`src/rtl/sum_accumulator_if.sv`:
```
// Handshake bundle between the adder, the sum accumulator and the result consumer.
// slave = accumulator view, master = producer/consumer (bench) view.
interface sum_accumulator_if #(
    parameter int unsigned WIDTH     = 1,
    parameter int unsigned ACC_WIDTH = 8
) ();
    logic [WIDTH:0]       sum_in;
    logic                 sum_valid;
    logic                 sum_ready;
    logic [ACC_WIDTH-1:0] acc_out;
    logic                 acc_valid;
    logic                 acc_ready;
    logic                 ovf;

    modport slave (
        input  sum_in, sum_valid, acc_ready,
        output sum_ready, acc_out, acc_valid, ovf
    );

    modport master (
        output sum_in, sum_valid, acc_ready,
        input  sum_ready, acc_out, acc_valid, ovf
    );
endinterface

```
`src/rtl/sum_accumulator.sv`:
```
// Accumulates NSAMP accepted adder sums into a window total presented on a valid/ready output.
// Optional feature macro: SUM_ACC_SATURATE_EN (clamp accumulator to all-ones on carry out).
module sum_accumulator #(
    parameter int unsigned WIDTH     = 1,
    parameter int unsigned NSAMP     = 4,
    parameter int unsigned ACC_WIDTH = 8
) (
    input  logic               clk_i,
    input  logic               rst_ni,
    input  logic               clear_i,
    sum_accumulator_if.slave   bus
);
    localparam int unsigned        CNT_W    = (NSAMP > 1) ? $clog2(NSAMP) : 1;
    localparam logic [CNT_W-1:0]   LAST_CNT = CNT_W'(NSAMP - 1);
    localparam logic [ACC_WIDTH-1:0] ACC_ONES = {ACC_WIDTH{1'b1}};

    typedef enum logic [0:0] {ACCUM = 1'b0, HOLD = 1'b1} state_t;

    state_t               state_q,     state_d;
    logic [ACC_WIDTH-1:0] acc_q,       acc_d;
    logic [CNT_W-1:0]     cnt_q,       cnt_d;
    logic                 win_ovf_q,   win_ovf_d;
    logic [ACC_WIDTH-1:0] acc_out_q,   acc_out_d;
    logic                 ovf_q,       ovf_d;
    logic                 acc_valid_q, acc_valid_d;
    logic                 sum_ready_q, sum_ready_d;

    logic [ACC_WIDTH:0]   add_s;
    logic                 add_ovf_s;
    logic [ACC_WIDTH-1:0] acc_new_s;

    assign add_s     = {1'b0, acc_q} + {{(ACC_WIDTH - WIDTH){1'b0}}, bus.sum_in};
    assign add_ovf_s = win_ovf_q | add_s[ACC_WIDTH];

    // Next accumulator value: wrap or clamp once the window has overflowed
    always_comb begin
        acc_new_s = add_s[ACC_WIDTH-1:0];
`ifdef SUM_ACC_SATURATE_EN
        if (add_ovf_s) begin
            acc_new_s = ACC_ONES;
        end else begin
            acc_new_s = add_s[ACC_WIDTH-1:0];
        end
`else
        if (add_ovf_s) begin
            acc_new_s = add_s[ACC_WIDTH-1:0];
        end else begin
            acc_new_s = add_s[ACC_WIDTH-1:0];
        end
`endif
    end

    // Next-state and output-register decode
    always_comb begin
        state_d     = state_q;
        acc_d       = acc_q;
        cnt_d       = cnt_q;
        win_ovf_d   = win_ovf_q;
        acc_out_d   = acc_out_q;
        ovf_d       = ovf_q;
        acc_valid_d = acc_valid_q;
        if (clear_i) begin
            state_d     = ACCUM;
            acc_d       = {ACC_WIDTH{1'b0}};
            cnt_d       = {CNT_W{1'b0}};
            win_ovf_d   = 1'b0;
            acc_out_d   = {ACC_WIDTH{1'b0}};
            ovf_d       = 1'b0;
            acc_valid_d = 1'b0;
        end else begin
            case (state_q)
                ACCUM: begin
                    if (bus.sum_valid && (cnt_q == LAST_CNT)) begin
                        acc_out_d   = acc_new_s;
                        ovf_d       = add_ovf_s;
                        acc_valid_d = 1'b1;
                        acc_d       = {ACC_WIDTH{1'b0}};
                        cnt_d       = {CNT_W{1'b0}};
                        win_ovf_d   = 1'b0;
                        state_d     = HOLD;
                    end else if (bus.sum_valid) begin
                        acc_d     = acc_new_s;
                        cnt_d     = cnt_q + CNT_W'(1'b1);
                        win_ovf_d = add_ovf_s;
                    end else begin
                        state_d = ACCUM;
                    end
                end
                HOLD: begin
                    // Returning to ACCUM here gives the one-cycle input bubble
                    if (bus.acc_ready) begin
                        acc_valid_d = 1'b0;
                        state_d     = ACCUM;
                    end else begin
                        state_d = HOLD;
                    end
                end
                default: begin
                    state_d     = ACCUM;
                    acc_valid_d = 1'b0;
                end
            endcase
        end
        sum_ready_d = (state_d == ACCUM);
    end

    // State and output registers
    always_ff @(posedge clk_i or negedge rst_ni) begin
        if (!rst_ni) begin
            state_q     <= ACCUM;
            acc_q       <= {ACC_WIDTH{1'b0}};
            cnt_q       <= {CNT_W{1'b0}};
            win_ovf_q   <= 1'b0;
            acc_out_q   <= {ACC_WIDTH{1'b0}};
            ovf_q       <= 1'b0;
            acc_valid_q <= 1'b0;
            sum_ready_q <= 1'b1;
        end else begin
            state_q     <= state_d;
            acc_q       <= acc_d;
            cnt_q       <= cnt_d;
            win_ovf_q   <= win_ovf_d;
            acc_out_q   <= acc_out_d;
            ovf_q       <= ovf_d;
            acc_valid_q <= acc_valid_d;
            sum_ready_q <= sum_ready_d;
        end
    end

    assign bus.sum_ready = sum_ready_q;
    assign bus.acc_out   = acc_out_q;
    assign bus.acc_valid = acc_valid_q;
    assign bus.ovf       = ovf_q;
endmodule

```
`src/flat_wrapper.sv`:
```
// flat-port wrapper written by rule: the top's interface ports become plain ports
module sum_accumulator_flat 
#(
    parameter int unsigned WIDTH     = 1,
    parameter int unsigned NSAMP     = 4,
    parameter int unsigned ACC_WIDTH = 8
)
  (clk_i, rst_ni, clear_i, bus_sum_in, bus_sum_valid, bus_acc_ready, bus_sum_ready, bus_acc_out, bus_acc_valid, bus_ovf);
  sum_accumulator_if #(.WIDTH(WIDTH), .ACC_WIDTH(ACC_WIDTH)) bus_i ();
  input  logic clk_i;
  input  logic rst_ni;
  input  logic clear_i;
  input wire logic [$bits(bus_i.sum_in)-1:0] bus_sum_in;
  input wire logic [$bits(bus_i.sum_valid)-1:0] bus_sum_valid;
  input wire logic [$bits(bus_i.acc_ready)-1:0] bus_acc_ready;
  output wire logic [$bits(bus_i.sum_ready)-1:0] bus_sum_ready;
  output wire logic [$bits(bus_i.acc_out)-1:0] bus_acc_out;
  output wire logic [$bits(bus_i.acc_valid)-1:0] bus_acc_valid;
  output wire logic [$bits(bus_i.ovf)-1:0] bus_ovf;
  assign bus_i.sum_in = bus_sum_in;
  assign bus_i.sum_valid = bus_sum_valid;
  assign bus_i.acc_ready = bus_acc_ready;
  assign bus_sum_ready = bus_i.sum_ready;
  assign bus_acc_out = bus_i.acc_out;
  assign bus_acc_valid = bus_i.acc_valid;
  assign bus_ovf = bus_i.ovf;
  sum_accumulator #(.WIDTH(WIDTH), .NSAMP(NSAMP), .ACC_WIDTH(ACC_WIDTH)) u_core (.clk_i(clk_i), .rst_ni(rst_ni), .clear_i(clear_i), .bus(bus_i));
endmodule
```
`config.mk`:
```
export PLATFORM = sky130hd
export DESIGN_NAME = sum_accumulator_flat
export DESIGN_NICKNAME = d
export VERILOG_FILES = /design/src/rtl/sum_accumulator_if.sv /design/src/rtl/sum_accumulator.sv /design/src/flat_wrapper.sv
export SDC_FILE = /design/constraint.sdc
export NUM_CORES = 1
export LEC_CHECK = 0
export CAP_MARGIN = 10
export CORE_MARGIN = 1.5
export CORE_UTILIZATION = 51
export CTS_CLUSTER_SIZE = 25
export DETAILED_ROUTE_END_ITERATION = 8
export PLACE_DENSITY_LB_ADDON = 0.1
export SLEW_MARGIN = 25
export SYNTH_ARGS = -nofsm -noshare
export SYNTH_HDL_FRONTEND = slang
export SYNTH_SLANG_ARGS = --single-unit
```
`constraint.sdc`:
```
create_clock -name clk_i -period 2.5 [get_ports clk_i]
set_input_delay 0.5 -clock clk_i [delete_from_list [all_inputs] [get_ports clk_i]]
set_output_delay 0.5 -clock clk_i [all_outputs]
set_load 0.01 [all_outputs]
```
==> impl_metrics.tcl <==
set metrics [dict create \
    report.power.total_mw 0.628 \
    arrival_ns 2.18 \
    ys.warnings.count 0 \
    synth_top_area_frac 0.513 \
    rsz0062_at_grt "false" \
    grt_pass1_vias 728 \
    synth_edf_count 0 \
    startpoint_type "input pin" \
    worstMarginPinSlew_ns 0.871 \
    end_kind "flop" \
    clkSinkCount 23 \
    nets 132 \
    crit_fanout 5 \
    cp_cell_sequence "clkdlybuf4s50_1 -> ha_1 -> fa_1 -> and4_1 -> nand2_1 -> xor2_1 -> o21ai_0" \
    slew_headroom 0.419 \
    vias_per_cell 5.35 \
    crit_type "in -> reg" \
    vdd_drop_max_mv 0.430 \
    fin_util 0.651 \
    timing.final.crit_share 0.792 \
    num_vias 787 \
    gr-usage-all-layers 0.187 \
    hp-class "reg -> reg" \
    cts_hold_buf 0 \
    n_antenna_cell 0 \
    antenna_found_initial 0 \
    p_leak_nw 0.580 \
    worstPathRequired_ns 2.70 \
    hold_viol_final 0 \
    maxSlewViolCount 0 \
    r2r_slack_ns 0.69 \
    drt_iter0_markers 8 \
    clockRootBuffer "clkbuf_4" \
    synth_area_leaders "dfrtp_1, o21ai_0, nand2_1" \
    multi_input_area_sq_um 463 \
    hold_depth 2 \
    r2r_start "u_core.cnt_q[0]" \
    cp_slowest_stage_delay_ns 0.46 \
    io_buffers 17 \
    hold_start "u_core.bus.acc_out[7]" \
    cts-buffers-inserted 3 \
    maxCapViolCount 0 \
    synthFlopType "dfrtp_1" \
    cts_setup_buffers 0 \
    clockBufferDepth 2 \
    hold_end "u_core.bus.acc_out[7]" \
    placed_area_sq_mm 0.00126 \
    coreArea_sq_mm 0.00198 \
    async_flop_share 1.00 \
    power.density_mw_per_mm2 487 \
    n_fill_cell 150 \
    period_needed_ns 1.98 \
    ff_latch_area_sq_um 577 \
    synth.avg_cell_area_sq_um 10.6 \
    seq_area_frac_synth 0.537 \
    critical-path-top-delay-family "adder cells" \
    ant_nets 0 \
    fin_area_sq_mm 0.00129 \
    skew_ns 0.00335 \
    htreeDepth 1 \
    drive_gt1_frac 0.0667 \
    syn_area_sq_mm 0.00107 \
    finalWeightedCongestion 0.797 \
    initial_core_util 0.542 \
    ctsResizeCount 0 \
    yosysMostFrequentCell "dfrtp_1" \
    finalSetupTns_ns 0 \
    ios 18 \
    cp_slowest_cell "fa_1" \
    grt_max_degree 24 \
    cts_tree "built" \
    setup_viol 0 \
    routedWlPerCell_um 13.3 \
    ys_types 30 \
    syn_inst 101 \
    clkTransAtPathRegs_ns 0.13 \
    synth.net_count 112 \
    die_w_um 48.9 \
    path_buf_inv 1 \
    place_hpwl_um 1430 \
    rows 16 \
    max_clock_freq_ghz 0.505 \
    drt-total-wl_um 1960 \
    ys_top_cells_by_count "dfrtp_1, nand2_1, o21ai_0" \
    synth.largest_area_cell "dfrtp_1" \
    synth-seq-cells 23 \
    drc_errors 0 \
    clock_latency_ns 0.32 \
    syn_to_final_growth_pct 20.2 \
    r2r_end "u_core.acc_q[7]" \
    die_h_um 48.9 \
    rr_worst_depth 4 \
    gr-total-overflow 0 \
    die_area_sq_mm 0.00239 \
    outcome "finished clean" \
    grt_pass1_wl_um 3310 \
    first_pass_iters 4 \
]
-- state kept, by name (all words and copies together) (netlist names) --
register              count
u_core.bus.ovf            1
u_core.bus.acc_out        8
u_core.acc_q              8
u_core.win_ovf_q          1
u_core.bus.acc_valid      1
u_core.cnt_q              2
u_core.state_q            1
u_core.bus.sum_ready      1
-- cell usage in the layout, fill, tap and decap left out, types with 2 or more instances in the layout --
master            n
a21oi_1           3
a22o_1            4
buf_4             2
clkbuf_4          3
clkdlybuf4s50_1  17
dfrtp_1          22
ha_1              3
nand2_1          16
nand3_1           3
nand4_1           2
nor2_1            4
nor2b_1           2
o21ai_0          15
o31ai_1           2
xor2_1            5
-- layout make-up --
cell class | instances | area share
clock buffers | 3 | 0.0175
clock inverters | 1 | 0.00388
inverters | 1 | 0.00291
multi-input cells | 73 | 0.359
flip-flops and latches | 23 | 0.447
well taps | 27 | 0.0262
repair buffers | 19 | 0.144
-- worst register-to-register path: stages (launching register included) --
cell and delay [ns]:
dfrtp_1 0.42, ha_1 0.26, or4b_4 0.62, or3_1 0.36, nand3_1 0.09
-- metrics by stage --
stage	hold WS, ns	instances	setup slack (ns)
global route	0.515	147	0.448
detailed placement	0.475	143	0.173
finish	0.496	147	0.521
global placement	0.462	143	0.207
CTS	0.505	147	0.518
floorplan	0.204	101	0.701
-- power by group --
group	internal [mW]	total (mW)	switching, mW
registers	0.380	0.387	0.00748
clock network	0.0599	0.174	0.114
logic	0.0299	0.0667	0.0367
total	0.470	0.628	0.158
-- worst max path at each step --
| stage | to | start | cells past startpoint | slack, ns |
|---|---|---|---|---|
| 6_report | u_core.bus.acc_out[6] | bus_sum_in[0] | 7 | 0.52 |
| 2_1_floorplan | u_core.bus.acc_out[6] | bus_sum_in[0] | 6 | 0.70 |
| 4_1_cts | u_core.bus.ovf | bus_sum_in[0] | 7 | 0.52 |
| 3_5_place_dp | u_core.bus.ovf | bus_sum_in[0] | 7 | 0.17 |
| 3_3_place_gp | u_core.bus.acc_out[6] | bus_sum_in[0] | 7 | 0.21 |
| 5_1_grt | u_core.bus.ovf | bus_sum_in[0] | 7 | 0.45 |
-- per-layer routing --
metal / global-route usage / wire length (um)
met1: 0.241 / 935
met2: 0.297 / 930
met3: 0.0368 / 48
met4: 0.100 / 45
met5: 0 / 0
-- cells by family (layout without fill, tap and decap cells) --
logic type / count (synthesis) / after routing / synth area share
mux: 1 / 1 / 0.00932
xor+xnor: 6 / 6 / 0.0490
buf+inv: 5 / 24 / 0.0315
flops: 23 / 23 / 0.537
fa+ha+maj: 4 / 4 / 0.0536
compound gates: 27 / 27 / 0.152
simple gates: 35 / 35 / 0.168
(Power assumes the default switching activity.)
